[src/rtl/instr_sequencer_pkg.sv]
// state_definitions: shared constants and types for the instruction sequencer
// and the decode logic that consumes its one-hot state.
//   - STATE_1..STATE_24 : bit index of each micro-cycle in the one-hot vector
//   - LEN_*             : instruction lengths in micro-cycles
//   - OPC_* / PFX_*     : opcode match values and prefix masks
//   - ctrl_state_t      : control FSM encoding
package state_definitions;

    localparam int STATE_1  = 0;
    localparam int STATE_2  = 1;
    localparam int STATE_3  = 2;
    localparam int STATE_4  = 3;
    localparam int STATE_5  = 4;
    localparam int STATE_6  = 5;
    localparam int STATE_7  = 6;
    localparam int STATE_8  = 7;
    localparam int STATE_9  = 8;
    localparam int STATE_10 = 9;
    localparam int STATE_11 = 10;
    localparam int STATE_12 = 11;
    localparam int STATE_13 = 12;
    localparam int STATE_14 = 13;
    localparam int STATE_15 = 14;
    localparam int STATE_16 = 15;
    localparam int STATE_17 = 16;
    localparam int STATE_18 = 17;
    localparam int STATE_19 = 18;
    localparam int STATE_20 = 19;
    localparam int STATE_21 = 20;
    localparam int STATE_22 = 21;
    localparam int STATE_23 = 22;
    localparam int STATE_24 = 23;

    localparam int LEN_W = 5;

    localparam logic [LEN_W-1:0] LEN_8  = 5'd8;
    localparam logic [LEN_W-1:0] LEN_10 = 5'd10;
    localparam logic [LEN_W-1:0] LEN_12 = 5'd12;
    localparam logic [LEN_W-1:0] LEN_14 = 5'd14;
    localparam logic [LEN_W-1:0] LEN_24 = 5'd24;

    // Exact-match opcodes
    localparam logic [7:0] OPC_HALT  = 8'hAE;
    localparam logic [7:0] OPC_INCXY = 8'hB0;

    // Prefix masks and the values they are compared against
    localparam logic [7:0] PFX_MASK_2 = 8'hC0;
    localparam logic [7:0] PFX_MASK_4 = 8'hF0;
    localparam logic [7:0] PFX_MOV8   = 8'h00;
    localparam logic [7:0] PFX_SETAB  = 8'h40;
    localparam logic [7:0] PFX_ALU    = 8'h80;
    localparam logic [7:0] PFX_LDST   = 8'h90;
    localparam logic [7:0] PFX_MOV16  = 8'hA0;
    localparam logic [7:0] PFX_MISC   = 8'hB0;
    localparam logic [7:0] PFX_GOTO   = 8'hC0;

    typedef enum logic [1:0] {
        CTRL_IDLE = 2'd0,
        CTRL_RUN  = 2'd1,
        CTRL_STEP = 2'd2,
        CTRL_HALT = 2'd3
    } ctrl_state_t;

endpackage

[src/rtl/inst_length_decode.sv]
// inst_length_decode: combinational map from the instruction register to the
// instruction length in micro-cycles and a HALT flag.
//   inst_reg_value : in  8  instruction register contents
//   length         : out 5  micro-cycle count (8, 10, 12, 14 or 24)
//   is_halt        : out 1  instruction is HALT
import state_definitions::*;

module inst_length_decode (
    input  logic [7:0]       inst_reg_value,
    output logic [LEN_W-1:0] length,
    output logic             is_halt
);

    // First match wins: HALT (8'hAE) sits inside the MOV-16 prefix and INCXY
    // sits inside the NOP prefix, so the exact matches are tested first.
    always_comb begin
        length  = LEN_8;
        is_halt = 1'b0;
        if (inst_reg_value == OPC_HALT) begin
            length  = LEN_10;
            is_halt = 1'b1;
        end else if ((inst_reg_value & PFX_MASK_2) == PFX_MOV8) begin
            length = LEN_8;
        end else if ((inst_reg_value & PFX_MASK_2) == PFX_SETAB) begin
            length = LEN_8;
        end else if ((inst_reg_value & PFX_MASK_4) == PFX_ALU) begin
            length = LEN_8;
        end else if ((inst_reg_value & PFX_MASK_4) == PFX_LDST) begin
            length = LEN_12;
        end else if ((inst_reg_value & PFX_MASK_4) == PFX_MOV16) begin
            length = LEN_10;
        end else if (inst_reg_value == OPC_INCXY) begin
            length = LEN_14;
        end else if ((inst_reg_value & PFX_MASK_4) == PFX_MISC) begin
            length = LEN_8;
        end else if ((inst_reg_value & PFX_MASK_2) == PFX_GOTO) begin
            length = LEN_24;
        end
    end

endmodule

[src/rtl/instr_sequencer.sv]
// instr_sequencer: one-hot micro-cycle sequencer with run / single-step / HALT
// control for the relay-computer core.
//   clk            : in  1   clock
//   reset_n        : in  1   synchronous active-low reset
//   run_en         : in  1   run continuously while high
//   step_req       : in  1   pulse: execute one instruction from IDLE
//   inst_reg_value : in  8   instruction register
//   fsm_state      : out 24  one-hot micro-cycle, all-zero when not executing
//   instr_done     : out 1   high during the final micro-cycle
//   halted         : out 1   high while in HALT
//   instr_count    : out 16  completed-instruction count (wraps)
import state_definitions::*;

module instr_sequencer #(
    parameter int N_STATES = 24
) (
    input  logic                clk,
    input  logic                reset_n,
    input  logic                run_en,
    input  logic                step_req,
    input  logic [7:0]          inst_reg_value,
    output logic [N_STATES-1:0] fsm_state,
    output logic                instr_done,
    output logic                halted,
    output logic [15:0]         instr_count
);

    localparam logic [N_STATES-1:0] FIRST_STATE = {{(N_STATES-1){1'b0}}, 1'b1};

    ctrl_state_t      ctrl;
    logic [LEN_W-1:0] dec_len;
    logic             dec_halt;
    logic [LEN_W-1:0] len_q;
    logic             halt_q;
    logic             at_final;

    inst_length_decode u_decode (
        .inst_reg_value (inst_reg_value),
        .length         (dec_len),
        .is_halt        (dec_halt)
    );

    // All lengths are >= 8, so while in state_1..state_3 a stale length from
    // the previous instruction can never point at the active bit.
    assign at_final = fsm_state[len_q - 5'd1];

    always_ff @(posedge clk) begin
        if (!reset_n) begin
            ctrl        <= CTRL_IDLE;
            fsm_state   <= '0;
            instr_done  <= 1'b0;
            halted      <= 1'b0;
            instr_count <= '0;
            len_q       <= LEN_8;
            halt_q      <= 1'b0;
        end else begin
            case (ctrl)
                CTRL_IDLE: begin
                    instr_done <= 1'b0;
                    halted     <= 1'b0;
                    if (run_en) begin
                        ctrl      <= CTRL_RUN;
                        fsm_state <= FIRST_STATE;
                    end else if (step_req) begin
                        ctrl      <= CTRL_STEP;
                        fsm_state <= FIRST_STATE;
                    end
                end

                CTRL_RUN, CTRL_STEP: begin
                    if (at_final) begin
                        instr_done  <= 1'b0;
                        instr_count <= instr_count + 16'd1;
                        if (halt_q) begin
                            ctrl      <= CTRL_HALT;
                            fsm_state <= '0;
                            halted    <= 1'b1;
                        end else if (ctrl == CTRL_STEP || !run_en) begin
                            ctrl      <= CTRL_IDLE;
                            fsm_state <= '0;
                        end else begin
                            fsm_state <= FIRST_STATE;
                        end
                    end else begin
                        fsm_state  <= fsm_state << 1;
                        // Registered: goes high as the vector enters state_L.
                        instr_done <= fsm_state[len_q - 5'd2];
                        // IR is loaded in state_2 and stable by state_3.
                        if (fsm_state[STATE_3]) begin
                            len_q  <= dec_len;
                            halt_q <= dec_halt;
                        end
                    end
                end

                CTRL_HALT: begin
                    fsm_state  <= '0;
                    instr_done <= 1'b0;
                    halted     <= 1'b1;
                    // Operator must drop run_en before the core can restart.
                    if (!run_en) begin
                        ctrl   <= CTRL_IDLE;
                        halted <= 1'b0;
                    end
                end

                default: begin
                    ctrl      <= CTRL_IDLE;
                    fsm_state <= '0;
                end
            endcase
        end
    end

endmodule

[config.mk]
export PLATFORM = sky130hd
export DESIGN_NAME = instr_sequencer
export DESIGN_NICKNAME = d
export VERILOG_FILES = /design/src/rtl/instr_sequencer_pkg.sv /design/src/rtl/inst_length_decode.sv /design/src/rtl/instr_sequencer.sv
export SDC_FILE = /design/constraint.sdc
export NUM_CORES = 1
export LEC_CHECK = 0
export BUFFER_PORTS_ARGS = -buffer_cell sky130_fd_sc_hd__buf_2
export CAP_MARGIN = 20
export CORE_ASPECT_RATIO = 1.25
export CORE_MARGIN = 5
export CORE_UTILIZATION = 48
export CTS_CLUSTER_SIZE = 12
export DETAILED_ROUTE_END_ITERATION = 10
export PLACE_DENSITY = 0.76
export SYNTH_ARGS = -nofsm -noshare
export SYNTH_HDL_FRONTEND = slang
export SYNTH_SLANG_ARGS = --single-unit
[constraint.sdc]
create_clock -name clk -period 2.42 [get_ports clk]
set_input_delay 0.726 -clock clk [delete_from_list [all_inputs] [get_ports clk]]
set_output_delay 0.726 -clock clk [all_outputs]
set_load 0.02 [all_outputs]
# After elaboration in Yosys (flattened, before gate mapping)
# Cells that the tools add are included.
[totals] reg_bits=50 input_bits=12 out_inout_bits=42 elab_cells=72
[op_classes] add_sub_neg=3 order_cmp=2 n_eq_ne=16 muxes=33 bitwise_logic=1 reduce_logical=10
[op_table] cell="two-way mux 24 bit" n=3
[op_table] cell="one-hot mux 24 bit (3 select lines)" n=1
[op_table] cell="two-way mux 5 bit" n=9
[op_table] cell="adder 16 x 1 -> 16 bit, second input constant" n=1
[op_table] cell="== test 4 bit, second input constant" n=4
[op_table] cell="== test 8 bit, second input constant" n=2
[op_table] cell="< comparator 5 x 6 -> 1 bit, second input constant" n=2
[op_table] cell="two-way mux 2 bit" n=6
[op_table] cell="binary-select mux 1 bit (select 5 bit)" n=2
[op_table] cell="two-way mux 1 bit" n=9
[op_table] cell="zero test 8 bit" n=1
[op_table] cell="== test 2 bit, second input constant" n=3
[op_table] cell="inequality test 2 bit, second input constant" n=3
[op_table] cell="inequality test 3 bit, second input constant" n=2
[op_table] cell="one-hot mux 2 bit (3 select lines)" n=1
[op_table] cell="subtractor 5 x 1 -> 5 bit, second input constant" n=1
[op_table] cell="subtractor 5 x 2 -> 5 bit, second input constant" n=1
[op_table] cell="== test 2 x 1 -> 1 bit, second input constant" n=2
[op_table] cell="AND reduction 2 bit" n=2
[op_table] cell="AND reduction 4 bit" n=1
[op_table] cell="OR reduction 2 bit" n=2
[op_table] cell="one-hot mux 1 bit (3 select lines)" n=1
[op_table] cell="AND reduction 3 bit" n=1
[op_table] cell="zero test 2 bit" n=1
[op_table] cell="4 further kinds" n=4

# Longest topological paths before layout
# Gate-level depths: netlist of run 1.
[logic_depth] ltp_word=10 mapped_depth=11

# By module
# Synthesis of run 1 repeated with hierarchy kept, for this count alone.
[unflattened] hier_cells=312 hier_area_um2=2917.8
[modules_own_cells] mod="instr_sequencer" instances=1 cells_each=300 area_each_um2=2831.5 seq_area_each_um2=1001.0
[modules_own_cells] mod="inst_length_decode" instances=1 cells_each=12 area_each_um2=86.3 seq_area_each_um2=0.0

# Worst setup path after synthesis of run 1
# OpenSTA, ideal clock, no wires.
[synth_timing] path_kind="flip-flop to flip-flop" from="register len_q[1]" to="register len_q[2]" setup_time_ns=0.072 arrival_ns=2.187 t_required_ns=2.348 path_slack_ns=0.162 path_stages_with_launch=11 path_buffers=3 synth_period_minus_slack_ns=2.258 cell_sequence="dfxtp_1 > buf_6 > inv_1 > ha_1 > buf_4 > mux4_2 > and3_4 > a211oi_4 > and2_2 > buf_6 > mux2i_1"
[synth_via] elab_chain_len=5
[synth_lines] element="start: declaration" line_no="instr_sequencer.sv:33" source="logic [LEN_W-1:0] len_q;"
[synth_lines] element="start signal: assignment" line_no="instr_sequencer.sv:90" source="len_q <= dec_len;"
[synth_lines] element="subtractor 5 x 1 -> 5 bit" line_no="instr_sequencer.sv:45" source="assign at_final = fsm_state[len_q - 5'd1];"
[synth_lines] element="binary-select mux 1 bit (select 5 bit)" line_no="instr_sequencer.sv:45"
[synth_lines] element="two-way mux 1 bit (implied by the code)" line_no="instr_sequencer.sv:45"
[synth_lines] element="NOT 1 bit (no line)"
[synth_lines] element="AND reduction 3 bit (no line)"
# Every way passes these cells. The select of a mux whose other input is x is not followed.
# A chain may end at the register's enable or synchronous reset.

# Worst setup path in the final report of run 1
[layout_timing] from="register len_q[1]" to="register instr_count[15]"
[layout_via] elab_chain_len=4
[layout_lines] element="subtractor 5 x 1 -> 5 bit" line_no="instr_sequencer.sv:45"
[layout_lines] element="binary-select mux 1 bit (select 5 bit)" line_no="instr_sequencer.sv:45"
[layout_lines] element="two-way mux 1 bit (implied by the code)" line_no="instr_sequencer.sv:45"
[layout_lines] element="AND reduction 2 bit (no line)"
[layout_lines] element="end signal: assignment" line_no="instr_sequencer.sv:73" source="instr_count <= instr_count + 16'd1;"
[layout_lines] element="end: declaration" line_no="instr_sequencer.sv:25" source="output logic [15:0] instr_count"
# Every way passes these cells. The select of a mux whose other input is x is not followed.

==> results.md, run 1 <==
- Status: completed
- Arr. time, crit path: between 2 and 2.5 ns
- Leakage: approximately 1.2 nW
- Worst skew pair latency: 0.30 ns
- Final-report max-slew violation count: 0
- Tot Pwr: around 0.0018 W
- Slew @ Worst Pin: 0.360 ns
- Clk buf depth: 2
- Ant. Diodes: 0
- Max frequency: between 400 and 500 MHz
- Synth top area cells: dfxtp_1 41%, a22o_2 6.4%, mux4_1 4.5%
- Sequential area share after synthesis: between 40 and 50%
- Unique masters post-synth: 46
- Placer congestion estimate: ~0.89
- Final TNS setup: 0 ns
- Area of the mapped netlist: 2340 um2
- GRT overflow: 0
- Final worst path period need: between 2 and 2.5 ns
- Site row count: 28
- Post-Synth XOR/XNOR Area: less than 1%
- DRT antenna net count: 0
- Area leader, netlist: dfxtp_1
- Detailed placement HPWL: approximately 3900 um
- Initial antenna violation count: 0
- Buffers on Ports: 53
- Crit. End Element: register
- Final net count: roughly 310
- CP max FO: 30
- Post-synth top flop: dfxtp_1
- Pint: approximately 0.0012 W
- Yosys top cell area share: approximately two fifths
- Switch share: a little under a third
- Die area: 6380 um2
- RSZ-0062 raised after global routing: false
- Setup Viol. Count Final: 0
- Critical path class: register to register
- Post-CTS Setup Repair Bufs: 0
- HP Class: register to register
- Simple-Gate Fraction of Synth Area: approximately 18%
- Core area: ~4700 um2
- Area growth syn-to-layout: 16.9%
- Synth async-reset ratio: 0%
- Syn avg cell area: approximately 10 um2
- Die width: 72.5 um
- EDFF count, synth: 0
- Cts bufs inserted: 5
- Vias post-DR: around 2000
- Fin crit share: approximately 90%
- Combinational group share of total power: a little over a quarter
- Share of layout cells above drive strength 1: about a third
- Iter 0 DRT Violations: 73
- Switching power: 0.000559 W
- Num Clock Sinks: 48
- P per Cell Area: 645 nW/um2
- Post-synthesis register bit count: 48
- Average wire per standard cell: 15.0 um
- Max-cap viol count: 0
- DRT Wirelength: between 5000 and 6000 um
- Top cells by count, synth: 48 x dfxtp_1, 17 x a21oi_1, 16 x nand2_1
- Compound-cell area share of the yosys netlist: 22.6%
- CTS tree: yes
- Clock-pin slew on the worst setup and hold paths: ~0.080 ns
- IO Pins: 54
- Top-count cell post-synth: dfxtp_1
- Worst EP required: approximately 2.7 ns
- Cells after Synth: 234
- Post-Synth Adder-Cell Area: 2.67%
- Number of global-route vias before repair: 1884
- Die Y: approximately 88 um
- Largest family of logic cells by synthesized area: compound AO/OA/AOI/OAI gates
- H-Tree Depth: 2
- Clk_skew: around 0.0030 ns
- Initial DRT Pass Iterations: 4
- First-pass GRT wire length: ~8600 um
- # DRC: 0
- Clk pwr share: around 26%
- Slew HR: between 70% and 80%
- GRT Util Overall: 16.8%
- Routed vias/inst: 5.81
- Pin count of the biggest net entering global routing: 31
- Post-synthesis mux area share: about a tenth
- Clk root buf: clkbuf_8
- Synthesis Warnings: 0
- Syn_nets: ~250
- Starting Density: 49.5%
- Power share of the sequential group: a little under half
- Final Hold Viols: 0
- Maximum VDD drop: approximately 360 uV
- Critical path startpoint category: register
-- through the flow --
stage	setup slack (ns)	instance area [um2]	hold WS [ns]	std cells	utilization, %
2_1_floorplan	0.162	2340	0.435	234	-
3_3_place_gp	0.196	2660	0.454	341	56.2
3_5_place_dp	0.141	2660	0.486	341	56.2
4_1_cts	0.112	2740	0.497	348	57.8
5_1_grt	0.0440	2740	0.529	348	57.9
6_report	0.189	2740	0.491	348	57.9
-- metal layers --
layer  track usage, %  wire length, um
met1             20.2             2240
met2             29.0             2640
met3             4.13              251
met4             6.21              103
met5                0                0
-- final timing paths --
path,slack (ns),depth (start not counted),endpoint,startpoint
setup / recovery,0.19,8,instr_count[15]$_SDFFE_PN0P_,len_q[1]$_SDFFE_PN0P_
hold / removal,0.49,2,halted$_SDFFE_PN0P_,halted$_SDFFE_PN0P_
setup reg to reg,0.19,8,instr_count[15]$_SDFFE_PN0P_,len_q[1]$_SDFFE_PN0P_
hold reg to reg,0.49,2,halted$_SDFFE_PN0P_,halted$_SDFFE_PN0P_
-- worst max-delay path, cell delays in order, from the launching register on --
cell	delay (ns)
dfxtp_1	0.33
inv_1	0.05
ha_2	0.39
nor2b_1	0.09
a211oi_1	0.28
a32oi_2	0.17
buf_12	0.18
or4b_1	0.50
a21oi_1	0.16
-- cell type report --
type / instances / area [um2]
flip-flops and latches: 48 / 961
well taps: 60 / 75.1
clock buffers: 6 / 72.6
fillers: 448 / 1990
inverters: 10 / 37.5
repair buffers: 62 / 345
multi-input cells: 161 / 1240
clock inverters: 1 / 5.00
-- registers in the layout, summed over array words and instances (netlist names) --
register and flops:
ctrl 2, fsm_state 24, halt_q 1, halted 1, instr_count 16, instr_done 1
len_q 3
-- layout by cell type, fill, tap and decap left out, types with 5 or more instances in the layout --
master / synthesis / layout
buf_2: 2 / 53
dfxtp_1: 48 / 48
a21oi_1: 17 / 17
nand2_1: 16 / 16
a22o_2: 15 / 15
nand3_1: 12 / 12
o21ai_0: 11 / 11
inv_1: 10 / 10
nor2_1: 10 / 10
mux2i_1: 10 / 10
or3_1: 8 / 8
buf_4: 2 / 8
a22o_1: 7 / 7
or4_1: 7 / 7
o31ai_1: 6 / 6
clkbuf_8: 0 / 5
-- power by group through the flow --
| stage | Clock (W) | Combinational [W] | Sequential [W] |
|---|---|---|---|
| CTS | 0.000463 | 0.000471 | 0.000849 |
| global placement | 0 | 0.000461 | 0.000867 |
| floorplan | 0 | 0.000333 | 0.000873 |
| detailed placement | 0 | 0.000469 | 0.000867 |
| finish | 0.000450 | 0.000470 | 0.000847 |
| global route | 0.000501 | 0.000525 | 0.000853 |
-- cell families after synthesis --
family / after synthesis
fa+ha+maj: 5
buf+inv: 25
simple gates: 72
xor+xnor: 1
flops: 48
mux: 15
compound gates: 68
-- repair_timing --
action,in CTS,in global routing
setup endpoints to repair,0,3
resized for setup,0,1
hold buffers,0,0
Note: power is estimated with default switching activity, not from simulation.
==> run 2: changes to the inputs <==
--- a/config.mk
+++ b/config.mk
@@ -7,11 +7,12 @@
 export LEC_CHECK = 0
 export BUFFER_PORTS_ARGS = -buffer_cell sky130_fd_sc_hd__buf_2
 export CAP_MARGIN = 20
-export CORE_ASPECT_RATIO = 1.25
+export CORE_ASPECT_RATIO = 1.1
 export CORE_MARGIN = 5
 export CORE_UTILIZATION = 48
 export CTS_CLUSTER_SIZE = 12
 export DETAILED_ROUTE_END_ITERATION = 10
+export HOLD_SLACK_MARGIN = 0.08
 export PLACE_DENSITY = 0.76
 export SYNTH_ARGS = -nofsm -noshare
 export SYNTH_HDL_FRONTEND = slang
==> run 2 against run 1 <==
First-iteration DRC count is 56% higher. Total power is 2.1% higher. Flip-flop and latch count stayed put. Routed wire length is 0.40% higher. Cell count is 1.1% lower. Worst setup slack better by 0.018 ns. Fmax is 0.80% higher. Critical path depth is 1 lower. Sequential power hardly changed. Register-to-register slack better by 0.02 ns. Critical endpoint is now len_q[1]$_SDFFE_PN0P_.
==> results.md, run 2 (synthesis gave the netlist of run 1 again) <==
- Status: completed
- Worst skew pair latency: 0.29 ns
- Largest register FFs: 24
- Pin count of the biggest net entering global routing: 31
- GRT overflow: 0
- Finished Core Util: roughly three fifths
- Clk_skew: 0.00838 ns
- Switching power: 0.000576 W
- Critical path class: register to register
- Reg with most FFs: fsm_state
- Average wire per standard cell: ~15 um
- Crit. End Element: register
- Slowest cell on crit path: ha_2
- Maximum VDD drop: approximately 370 uV
- Arr. time, crit path: between 2 and 2.5 ns
- Number of global-route vias before repair: around 1900
- Site row count: 26
- Routed vias/inst: 5.71
- Clk root buf: clkbuf_8
- Most frequent cells in the layout: 53 x buf_2, 48 x dfxtp_1, 17 x a21oi_1
- Clk buf depth: 2
- Worst EP required: approximately 2.6 ns
- CP max FO: 7
- Placer congestion estimate: 0.858
- Final net count: roughly 310
- # DRC: 0
- Initial antenna violation count: 0
- Clk pwr share: approximately a quarter
- P per Cell Area: 658 nW/um2
- Vias post-DR: slightly below 2000
- Final-report max-slew violation count: 0
- GRT Util Overall: approximately 17%
- Die Y: 83.2 um
- Starting Density: 50.0%
- Leakage: roughly 1.2 nW
- Critical Path Max Stage Delay: 0.40 ns
- Area of the multi-input gates: 1250 um2
- Fillers: ~420
- Switch share: around a third
- First-pass GRT wire length: just under 9000 um
- R2R setup slack: roughly 0.21 ns
- DRT antenna net count: 0
- Power share of the sequential group: 47.0%
- CTS tree: yes
- Initial DRT Pass Iterations: 4
- Fin crit share: approximately 91%
- Final TNS setup: 0 ns
- Final Hold Viols: 0
- DP Worst Slack: 0.0940 ns
- Detailed placement HPWL: ~3800 um
- Share of layout cells above drive strength 1: between 30% and 40%
- Buffers on Ports: 53
- Iter 0 DRT Violations: ~110
- Clock-pin slew on the worst setup and hold paths: roughly 0.080 ns
- Die width: between 70 and 80 um
- Pint: 0.00123 W
- Critical Path, Cell by Cell: inv_1 > ha_2 > mux4_2 > and3_4 > a211oi_4 > and2_2 > mux2i_1
- Register area: 961 um2
- Area growth syn-to-layout: 17.1%
- Hold_buf cts: 0
- HP Class: register to register
- Slew HR: 73.8%
- Combinational group share of total power: between 20 and 30%
- Critical path startpoint category: register
- Num Clock Sinks: 48
- Final worst path period need: between 2 and 2.5 ns
- Max frequency: approximately 450 MHz
- Die area: around 6400 um2
- Cts bufs inserted: 5
- Core area: ~4700 um2
- Leading registers by flop count: fsm_state: 24 flops, instr_count: 16 flops, len_q: 3 flops
- DRT Wirelength: about 5300 um
- H-Tree Depth: 2
- Most common cell after layout, fill and taps aside: buf_2
- RSZ-0062 raised after global routing: false
- Ant. Diodes: 0
- Slew @ Worst Pin: between 0.3 and 0.4 ns
- IO Pins: between 50 and 60
- PnR worst setup slack: 0.207 ns
- Max-cap viol count: 0
- Setup Viol. Count Final: 0
## run 2: cell count changes in the layout (fill, tap and decap cells not counted)
cell / before / now
a211oi_2: 0 / 1
clkinvlp_4: 0 / 1
a211oi_1: 1 / 0
clkbuf_1: 1 / 0
## run 2: final cells by class
class,instances,area share [%]
multi-input cells,161,45.5
clock inverters,2,0.456
flip-flops and latches,48,35.1
inverters,10,1.37
repair buffers,62,12.6
well taps,56,2.56
clock buffers,5,2.51
## run 2: timing repair
| action | CTS | global route |
|---|---|---|
| setup endpoints to repair | 0 | 26 |
| setup buffers | 0 | 2 |
| resized for setup | 0 | 2 |
## run 2: path summary, 6_finish.rpt
path / startpoint / end / cells after the start
worst max-delay path: len_q[2]$_SDFFE_PN0P_ / len_q[1]$_SDFFE_PN0P_ / 7
worst min register to register: len_q[2]$_SDFFE_PN0P_ / len_q[2]$_SDFFE_PN0P_ / 2
worst max register to register: len_q[2]$_SDFFE_PN0P_ / len_q[1]$_SDFFE_PN0P_ / 7
worst min-delay path: len_q[2]$_SDFFE_PN0P_ / len_q[2]$_SDFFE_PN0P_ / 2
## run 2: power by group through the flow
stage / sequential (W) / clock [W] / combinational [W]
floorplan: 0.000873 / 0 / 0.000333
detailed placement: 0.000867 / 0 / 0.000442
CTS: 0.000849 / 0.000465 / 0.000449
global route: 0.000853 / 0.000489 / 0.000567
global placement: 0.000865 / 0 / 0.000438
finish: 0.000848 / 0.000448 / 0.000508
## run 2: per-stage QoR
| stage | instances | hold slack [ns] | area, um2 | power [W] |
|---|---|---|---|---|
| global route | 344 | 0.524 | 2740 | 0.00191 |
| finish | 344 | 0.463 | 2740 | 0.00180 |
| global placement | 335 | 0.446 | 2640 | 0.00130 |
| floorplan | 234 | 0.435 | 2340 | 0.00121 |
| CTS | 342 | 0.468 | 2720 | 0.00176 |
| detailed placement | 335 | 0.456 | 2640 | 0.00131 |
## run 2: critical path, delay by kind of cell, from the launching register on
family	cells	cell delay, ns
AOI/OAI and AO/OA	1	0.29
adders and majority gates	1	0.40
buffers and inverters	1	0.07
DFF	1	0.33
muxes	2	0.54
and+or+nand+nor	2	0.52
## run 2: per-layer routing
metal,track usage (%),wire [um]
met1,21.6,2420
met2,27.3,2570
met3,3.57,193
met4,5.88,74
met5,0,0
